$ cat src/rtl/bullet_pkg.sv
// Shared definitions for the bullet engine: slot state encoding and the
// round sprite mask used by every slot's pixel hit test.
package bullet_pkg;

    typedef enum logic {
        SLOT_FREE = 1'b0,
        SLOT_LIVE = 1'b1
    } slot_state_t;

    // Upper bound on SIZE*SIZE for the flattened mask table (SIZE <= 15).
    localparam int MASK_BITS = 256;

    // Mask bit at sprite offset (dx,dy): evaluated in doubled coordinates so
    // the sprite centre lands on an integer for both odd and even SIZE.
    function automatic logic mask_bit(input int dx, input int dy,
                                      input int size, input int r2);
        int sx;
        int sy;
        sx = 2 * dx - size + 1;
        sy = 2 * dy - size + 1;
        return ((sx * sx + sy * sy) <= r2);
    endfunction

    // Flattened mask, bit index dy*size+dx; only evaluated at elaboration.
    function automatic logic [MASK_BITS-1:0] mask_table(input int size, input int r2);
        logic [MASK_BITS-1:0] m;
        m = '0;
        for (int dy = 0; dy < size; dy++) begin
            for (int dx = 0; dx < size; dx++) begin
                m[dy * size + dx] = mask_bit(dx, dy, size, r2);
            end
        end
        return m;
    endfunction

endpackage

$ cat src/rtl/bullet_slot.sv
// One bullet slot: FREE/LIVE state, position, upward motion per frame and
// a combinational hit test of the current raster pixel against the sprite.
module bullet_slot
    import bullet_pkg::*;
#(
    parameter int SIZE  = 6,
    parameter int R2    = 26,
    parameter int SPEED = 4,
    parameter int XW    = 10,
    parameter int YW    = 10
) (
    input  logic          clk,
    input  logic          rst_n,
    input  logic          alloc,
    input  logic [XW-1:0] ax,
    input  logic [YW-1:0] ay,
    input  logic          tick,
    input  logic          kill,
    input  logic [XW-1:0] pix_x,
    input  logic [YW-1:0] pix_y,
    output logic          live,
    output logic          hit
);

    localparam logic [MASK_BITS-1:0] MASK    = mask_table(SIZE, R2);
    localparam logic [YW-1:0]        SPEED_Y = YW'(SPEED);
    localparam logic signed [XW:0]   SIZE_X  = (XW+1)'(SIZE);
    localparam logic signed [YW:0]   SIZE_Y  = (YW+1)'(SIZE);

    slot_state_t   state;
    logic [XW-1:0] bx;
    logic [YW-1:0] by;

    logic signed [XW:0] dx_p0;
    logic signed [YW:0] dy_p0;
    logic               in_win_p0;
    logic [7:0]         idx_p0;

    // Kill wins over motion; allocation only ever targets a slot that was
    // FREE at cycle start, so a freshly spawned bullet skips this tick.
    always_ff @(posedge clk or negedge rst_n) begin
        if (!rst_n) begin
            state <= SLOT_FREE;
            bx    <= '0;
            by    <= '0;
        end else if (state == SLOT_LIVE) begin
            if (kill) begin
                state <= SLOT_FREE;
            end else if (tick) begin
                if (by >= SPEED_Y) begin
                    by <= by - SPEED_Y;
                end else begin
                    state <= SLOT_FREE;
                end
            end
        end else if (alloc) begin
            state <= SLOT_LIVE;
            bx    <= ax;
            by    <= ay;
        end
    end

    assign live = (state == SLOT_LIVE);

    // Window test with one extra bit so a pixel left of / above the sprite
    // goes negative instead of wrapping into range, then the mask lookup.
    always_comb begin
        dx_p0     = $signed({1'b0, pix_x}) - $signed({1'b0, bx});
        dy_p0     = $signed({1'b0, pix_y}) - $signed({1'b0, by});
        in_win_p0 = !dx_p0[XW] && (dx_p0 < SIZE_X) &&
                    !dy_p0[YW] && (dy_p0 < SIZE_Y);
        idx_p0    = 8'(int'(dy_p0) * SIZE + int'(dx_p0));
        hit       = 1'b0;
        if (live && in_win_p0) begin
            hit = MASK[idx_p0];
        end
    end

endmodule

$ cat src/rtl/bullet_engine.sv
// Bullet pool: lowest-free-slot allocation, kill decode, frame motion via
// the per-slot instances, and a registered pixel OR / priority encoder.
module bullet_engine
    import bullet_pkg::*;
#(
    parameter int N_SLOTS = 4,
    parameter int SIZE    = 6,
    parameter int R2      = 26,
    parameter int SPEED   = 4,
    parameter int XW      = 10,
    parameter int YW      = 10,
    localparam int IDW    = (N_SLOTS > 1) ? $clog2(N_SLOTS) : 1
) (
    input  logic               clk,
    input  logic               rst_n,
    input  logic               fire,
    input  logic [XW-1:0]      fire_x,
    input  logic [YW-1:0]      fire_y,
    input  logic               frame_tick,
    input  logic               kill_valid,
    input  logic [IDW-1:0]     kill_id,
    input  logic [XW-1:0]      pix_x,
    input  logic [YW-1:0]      pix_y,
    output logic               fire_ack,
    output logic               fire_drop,
    output logic [N_SLOTS-1:0] active,
    output logic               pixel_on,
    output logic [IDW-1:0]     pixel_id
);

    logic [N_SLOTS-1:0] live_p0;
    logic [N_SLOTS-1:0] free_p0;
    logic [N_SLOTS-1:0] grant_p0;
    logic [N_SLOTS-1:0] kill_p0;
    logic [N_SLOTS-1:0] hit_p0;
    logic               any_free_p0;
    logic [IDW-1:0]     hit_id_p0;

    // Lowest set bit of the free vector picks the slot to spawn into.
    always_comb begin
        free_p0     = ~live_p0;
        grant_p0    = free_p0 & (~free_p0 + N_SLOTS'(1));
        any_free_p0 = |free_p0;
    end

    for (genvar i = 0; i < N_SLOTS; i++) begin : g_slot
        assign kill_p0[i] = kill_valid && (int'(kill_id) == i);

        bullet_slot #(
            .SIZE  (SIZE),
            .R2    (R2),
            .SPEED (SPEED),
            .XW    (XW),
            .YW    (YW)
        ) u_slot (
            .clk   (clk),
            .rst_n (rst_n),
            .alloc (fire && grant_p0[i]),
            .ax    (fire_x),
            .ay    (fire_y),
            .tick  (frame_tick),
            .kill  (kill_p0[i]),
            .pix_x (pix_x),
            .pix_y (pix_y),
            .live  (live_p0[i]),
            .hit   (hit_p0[i])
        );
    end

    assign active = live_p0;

    // Lowest-index hitting slot wins the pixel.
    always_comb begin
        hit_id_p0 = '0;
        for (int i = N_SLOTS - 1; i >= 0; i--) begin
            if (hit_p0[i]) begin
                hit_id_p0 = IDW'(i);
            end
        end
    end

    // Registered fire result pulses and pixel outputs.
    always_ff @(posedge clk or negedge rst_n) begin
        if (!rst_n) begin
            fire_ack  <= 1'b0;
            fire_drop <= 1'b0;
            pixel_on  <= 1'b0;
            pixel_id  <= '0;
        end else begin
            fire_ack  <= fire && any_free_p0;
            fire_drop <= fire && !any_free_p0;
            pixel_on  <= |hit_p0;
            pixel_id  <= hit_id_p0;
        end
    end

endmodule

$ cat config.mk
export PLATFORM = sky130hd
export DESIGN_NAME = bullet_engine
export DESIGN_NICKNAME = d
export VERILOG_FILES = /design/src/rtl/bullet_pkg.sv /design/src/rtl/bullet_slot.sv /design/src/rtl/bullet_engine.sv
export SDC_FILE = /design/constraint.sdc
export NUM_CORES = 1
export LEC_CHECK = 0
export ABC_AREA = 1
export CAP_MARGIN = 20
export CORE_MARGIN = 4
export CORE_UTILIZATION = 40
export DETAILED_ROUTE_END_ITERATION = 6
export GPL_TIMING_DRIVEN = 0
export PLACE_DENSITY_LB_ADDON = 0.2
export SLEW_MARGIN = 25
export SYNTH_ARGS = -nofsm -noshare
export SYNTH_HDL_FRONTEND = slang
export SYNTH_SLANG_ARGS = --single-unit
$ cat constraint.sdc
create_clock -name clk -period 3.4 [get_ports clk]
set_input_delay 0.51 -clock clk [delete_from_list [all_inputs] [get_ports clk]]
set_output_delay 0.51 -clock clk [all_outputs]
set_load 0.1 [all_outputs]
; ---- Word level (Yosys, flattened, before mapping)
; Memories as Yosys holds them, arrays and structs flattened.
; Cells that the tools add are included.
[op_classes]
addsub = 17
multipliers = 4
order_cmp = 16
eq_ne = 15
muxes = 52
n_bitwise = 7
reduce_logical = 50
[ops]
columns = cell, count
row1 = $mux W10, 20
row2 = $lt A11 B4 Y1 const B, 8
row3 = $sub A10 B10 Y11, 8
row4 = $mul A11 B3 Y7 const B, 4
row5 = $ge A10 B3 Y1 const B, 4
row6 = $sub A10 B3 Y10 const B, 4
row7 = $lt A8 B9 Y1 const B, 4
row8 = $add A8 B8 Y8, 4
row9 = $mux W1, 28
row10 = $logic_and A1 B1 Y1, 26
row11 = $ne A2 B2 Y1 const B, 12
row12 = $reduce_and A4 Y1, 4
row13 = $logic_not A1 Y1, 9
row14 = $mux W2, 4
row15 = $not A4 Y4, 2
row16 = $reduce_and A2 Y1, 4
row17 = $reduce_bool A2 Y1, 4
row18 = $reduce_or A4 Y1, 2
row19 = $add A4 B1 Y4 const B, 1
row20 = $and A4 B4 Y4, 1
row21 = $eq A2 B2 Y1 const B, 2
row22 = $not A1 Y1, 4
row23 = $eq A2 B1 Y1 const B, 1
row24 = $logic_not A2 Y1, 1
[word_totals]
reg_bits = 89
mem_bits_ro = 1024
out_inout_bits = 9
wordCells = 181
memories = 4
[mem_list]
columns = name, depth, width, read_ports, rd_ports_with_merged_regs, wr, line
row1 = (no name shown), 256, 1, 1, 0, 0, bullet_slot.sv:75  ; hit = MASK[idx_p0];
row2 = (no name shown), 256, 1, 1, 0, 0, bullet_slot.sv:75
row3 = (no name shown), 256, 1, 1, 0, 0, bullet_slot.sv:75
row4 = (no name shown), 256, 1, 1, 0, 0, bullet_slot.sv:75

; ---- Logic depth before layout (Yosys ltp)
[logic_depth]
ltp_word = 11
mapped_depth = 27

; ---- Hierarchy
; A second synthesis with hierarchy kept.
[hier_totals]
hier_cells = 1866
hier_area_um2 = 11857.6
[by_module_without_submodules]
columns = module, instances, cells_per_inst, area_per_inst_um2
row1 = bullet_slot (g_slot[3].u_slot), 1, 461, 2930.3
row2 = bullet_slot (g_slot[2].u_slot), 1, 466, 2909.0
row3 = bullet_slot (g_slot[1].u_slot), 1, 457, 2892.8
row4 = bullet_slot (g_slot[0].u_slot), 1, 450, 2867.8
row5 = bullet_engine, 1, 32, 257.7

; ---- Worst setup path after synthesis
; No wires, ideal clock.
[synth_timing]
path_kind = in2reg
startpoint = input port pix_y[0]
endpoint = register pixel_id[1]
setup_ps = 121
arrival_ps = 3779
setup_slack_ps = -500
path_stages = 25
path_cell_list = inv_1 ha_1 inv_1 fa_1 nand3_1 nand2_1 xor2_1 inv_1 ha_1 ha_1 a21oi_1 nand2_1 xor2_1 ha_1 a21oi_1 o21a_1 nand2_1 nand3_1 nand2_1 a21oi_1 nand3_1 clkinv_2 nand2_2 nand2_2 nor2_1
[synth_via]
elab_chain_cells = 10
elab_cells_between_ends = 48
[synth_rtl]
columns = item, line
row1 = from (decl), bullet_engine.sv:23  ; input logic [YW-1:0] pix_y,
row2 = $sub A10 B10 Y11, bullet_slot.sv:69  ; dy_p0 = $signed({1'b0, pix_y}) - $signed({1'b0, by});
row3 = $mul A11 B3 Y7 or $logic_not A1 Y1 (tied branches), "bullet_slot.sv:72, bullet_slot.sv:71"
row4 = $add A8 B8 Y8 or $logic_and A1 B1 Y1 (tied branches), "bullet_slot.sv:72, bullet_slot.sv:70"
row5 = $mem_v2 Z256 W1 or $logic_and A1 B1 Y1 (tied branches), --
row6 = $mux W1 (not written as such) or $logic_and A1 B1 Y1 (tied branches), "bullet_slot.sv:75, bullet_slot.sv:74"
row7 = $mux W1, bullet_slot.sv:74  ; if (live && in_win_p0) begin
row8 = $mux W2 (3 in series), bullet_engine.sv:76  ; if (hit_p0[i]) begin
row9 = $mux W2 *, bullet_engine.sv:76
row10 = named net hit_id_p0[1], bullet_engine.sv:37  ; logic [IDW-1:0] hit_id_p0;
row11 = to (signal assigned), bullet_engine.sv:93  ; pixel_id <= hit_id_p0;
row12 = to (decl), bullet_engine.sv:28  ; output logic [IDW-1:0] pixel_id
; The timed path passes the listed nets; every way through them passes the cells marked *. The select of a mux whose other input is x is not followed.
; A chain may end at the register's enable or synchronous reset.

; ---- Worst setup path in the final report
[layout_timing]
startpoint = register g_slot[3].u_slot.by[0]
endpoint = register pixel_id[0]
[layout_via]
elab_chain_cells = 10
elab_cells_between_ends = 15
[layout_rtl]
columns = item, line
row1 = from (decl), bullet_slot.sv:32  ; logic [YW-1:0] by;
row2 = from (signal assigned), bullet_slot.sv:51  ; by <= by - SPEED_Y;
row3 = from (signal assigned), bullet_slot.sv:59  ; by <= ay;
row4 = $sub A10 B10 Y11 *, bullet_slot.sv:69
row5 = $mul A11 B3 Y7 or $logic_not A1 Y1 (tied branches), "bullet_slot.sv:72, bullet_slot.sv:71"
row6 = $add A8 B8 Y8 or $logic_and A1 B1 Y1 (tied branches), "bullet_slot.sv:72, bullet_slot.sv:70"
row7 = $mem_v2 Z256 W1 or $logic_and A1 B1 Y1 (tied branches), --
row8 = $mux W1 (not written as such) or $logic_and A1 B1 Y1 (tied branches), "bullet_slot.sv:75, bullet_slot.sv:74"
row9 = $mux W1 *, bullet_slot.sv:74
row10 = $mux W2 * (4 in series), bullet_engine.sv:76
row11 = named net hit_id_p0[0], bullet_engine.sv:37
; Marked as above.

==> flow_summary.yaml <==
critical_path:
  cpMostUsedCell: "ha_4"
  critical_path_arrival_ps: 4120
  cp-end-kind: "register"
  worstPathMaxFanout: 6
  setup.worst_path.start_class: "register"
  reg2reg_to: "pixel_id[0]"
  worstSetupPathType: "register to register"
  cp_slowest_cell: "fa_2"
  r2r_slack_ps: -440
  slowest_delay_ps: 520
  path_cells: "ha_4 > inv_4 > fa_2 > xor2_4 > ha_4 > ha_4 > inv_2 > fa_2 > inv_2 > ha_4 > nand3b_1 > nand2_1 > nand2_1 > nand3_1 > nand2_1 > nor2_2 > nand3_2 > nor2_4 > nand2_2 > a21oi_4"
  crit_required_ps: 3680
  r2r_start: "g_slot[3].u_slot.by[0]"
  r2r_cells: 20
clock_tree:
  cts-root-buf: "clkbuf_16"
  cts.sinks: 89
  postCtsHoldBufs: 0
  cts_made_buffers: 9
  htreeDepth: 3
  insertion_delay_ps: 360
  clkTransAtPathRegs_ps: 80
  max-clock-path-buffers: 2
  cts_tree: "done"
logic_synthesis:
  ys_ff_latch: 89
  syn_nets: 1944
  synth_ff_type: "dfrtp_1"
  syn_inst: 1725
  synth.top_cells.by_area: "dfrtp_1 20%, ha_1 17%, nand2_1 16%"
  ys_seq_area_share_pct: 19.9
  yosys.area.top_type: "dfrtp_1"
  synthesis.area_um2: 11200
  async_reset_ff_share_pct: 100
  ys_types: 45
  synth_top_area_share_pct: 19.9
  synth_edf_count: 0
  yosys_warnings: 0
  synth.avg_cell_area_um2: 6.48
grt:
  antenna_found_initial: 0
  grtUsageTotal_pct: 20.7
  grt_pass1_vias: 10638
  grt.overflow.total: 0
  grt_pass1_wl_mm: 51.8
  grt_max_degree: 61
drt:
  avgViaCountPerCell: 5.01
  vias: 10998
  ant_nets: 0
  drt_iter0_drc: 542
  drc: 0
  first_pass_iters: 5
  wl_per_cell_um: 14.5
  routed_wl_mm: 31.8
placement:
  portBuffers: 55
  dp_slack_ps: -1520
  place_congestion: 0.898
  hpwl_mm: 26.0
floorplanning:
  die_x_um: 175
  die_area_um2: 30700
  core_area_um2: 27300
  start_util_pct: 41.0
  num_rows: 60
  fp.dieH_um: 175
  io_pins: 56
sta:
  hold_violations: 0
  rsz0062_at_grt: "yes"
  max_freq_ghz: 0.260
  setup_viol: 3
  period_minus_slack_ps: 3840
  drv_slew: 0
  clock_skew_ps: 14.7
  max_slew.worst_pin.slew_ps: 985
  slew_headroom_pct: 34.1
  post-route-period-util_pct: 113
  setup_slack_ps: -441
status:
  violations: "negative setup slack"
  status: "finished, violations left"
finish:
  final_nets: 2038
  antenna_cells: 0
  drive_gt1_share_pct: 11.1
  syn2layout_area_growth_pct: 19.8
run:
  max_cap_violations: 0
min_path:
  worstHoldPathType: "input port to asynchronous set/reset pin"
-- synthesized netlist by cell type, types with 5 or more instances --
cell type	count
inv_2	7
xor2_1	44
nand2_2	10
inv_1	308
a21oi_1	87
clkbuf_1	12
nand2_1	483
nand3b_1	15
xnor2_1	8
dfrtp_1	89
a21o_1	5
ha_1	156
nor2_1	112
o21ai_0	108
o21ai_1	8
fa_1	16
nand3_2	6
a31oi_1	8
o211ai_1	8
nor3_1	15
nand4_1	23
o21bai_1	6
nand3_1	141
-- layer usage --
layer / GRT usage (%) / wire (um) / up-vias
met2: 36.4 / 15400 / 185
met1: 26.9 / 14500 / 5043
met3: 2.10 / 998 / 47
li1: - / - / 5723
met5: 0 / 0 / -
met4: 5.99 / 810 / 0
-- flip-flops by register name, indices dropped and copies added (netlist names) --
register	cells
fire_ack	1
fire_drop	1
g_slot.u_slot.bx	40
g_slot.u_slot.by	40
g_slot.u_slot.live	4
pixel_id	2
pixel_on	1
-- layout by cell type, fill, tap and decap left out, drive strengths merged, types with 2 or more instances in the layout --
master / instances
a21boi: 4
a21o: 5
a21oi: 90
a31oi: 8
and2: 3
buf: 40
clkbuf: 23
clkdlybuf4s15: 2
clkdlybuf4s50: 47
clkinv: 2
clkinvlp: 2
dfrtp: 89
dlygate4sd2: 2
fa: 16
ha: 156
inv: 316
nand2: 494
nand3: 147
nand3b: 15
nand4: 23
nor2: 116
nor3: 18
nor4: 2
o211ai: 8
o21a: 2
o21ai: 118
o21bai: 6
o22ai: 4
o31ai: 2
or2: 6
xnor2: 8
xor2: 46
-- stage by stage --
step | hold WS (ps) | instances | TNS (ps) | area, um2 | utilization [%]
2_1_floorplan | 214 | 1725 | -396 | 11400 | -
3_3_place_gp | 467 | 2152 | -164960 | 12400 | 45.5
3_5_place_dp | 422 | 2153 | -4070 | 12400 | 45.6
4_1_cts | 31.4 | 2193 | -819 | 13300 | 48.9
5_1_grt | 31.1 | 2196 | -1630 | 13400 | 49.1
6_report | 19.8 | 2196 | -1190 | 13400 | 49.1
-- how the worst max path moves through the flow --
stage / from / end
3_3_place_gp: rst_n / g_slot[2].u_slot.bx[8]
5_1_grt: g_slot[3].u_slot.by[0] / pixel_id[0]
6_report: g_slot[3].u_slot.by[0] / pixel_id[0]
4_1_cts: g_slot[3].u_slot.by[0] / pixel_id[0]
2_1_floorplan: pix_y[0] / pixel_id[1]
3_5_place_dp: pix_y[0] / pixel_id[0]
-- cell type report --
class	instances	area [um2]
sequential	89	2230
inverter	316	1210
clock buffer	11	253
clock inverter	5	62.6
timing repair buffer	83	786
tap	372	465
fill	2732	13900
multi-input combinational	1300	8280
buffer	20	101
-- worst max-delay path, delay by kind of cell (launching register included) --
kind	cells	cell delay, ps
adders and majority gates	6	1750
and+or+nand+nor	9	1090
DFF	1	390
xor gates and xnor gates	1	220
AOI/OAI and AO/OA	1	170
buffers and inverters	3	120
-- what timing repair did --
| item | in CTS | in global routing |
|---|---|---|
| pin swaps | 57 | 10 |
| setup buffers | 24 | 3 |
| endpoints found under the setup margin | 3 | 3 |
| gates resized for setup | 100 | 5 |
-- cell families after synthesis --
kind of cell             synth area share [%]
AND/OR/NAND/NOR                          31.6
buffers and inverters                    11.5
AO/OA/AOI/OAI                            12.2
adder cells (fa/ha/maj)                  20.3
flip-flops                               19.9
XOR/XNOR                                 4.37
Power is left out: the tool's default activity adds up to more than one toggle a clock period on the data nets, which glitch-free logic cannot reach.
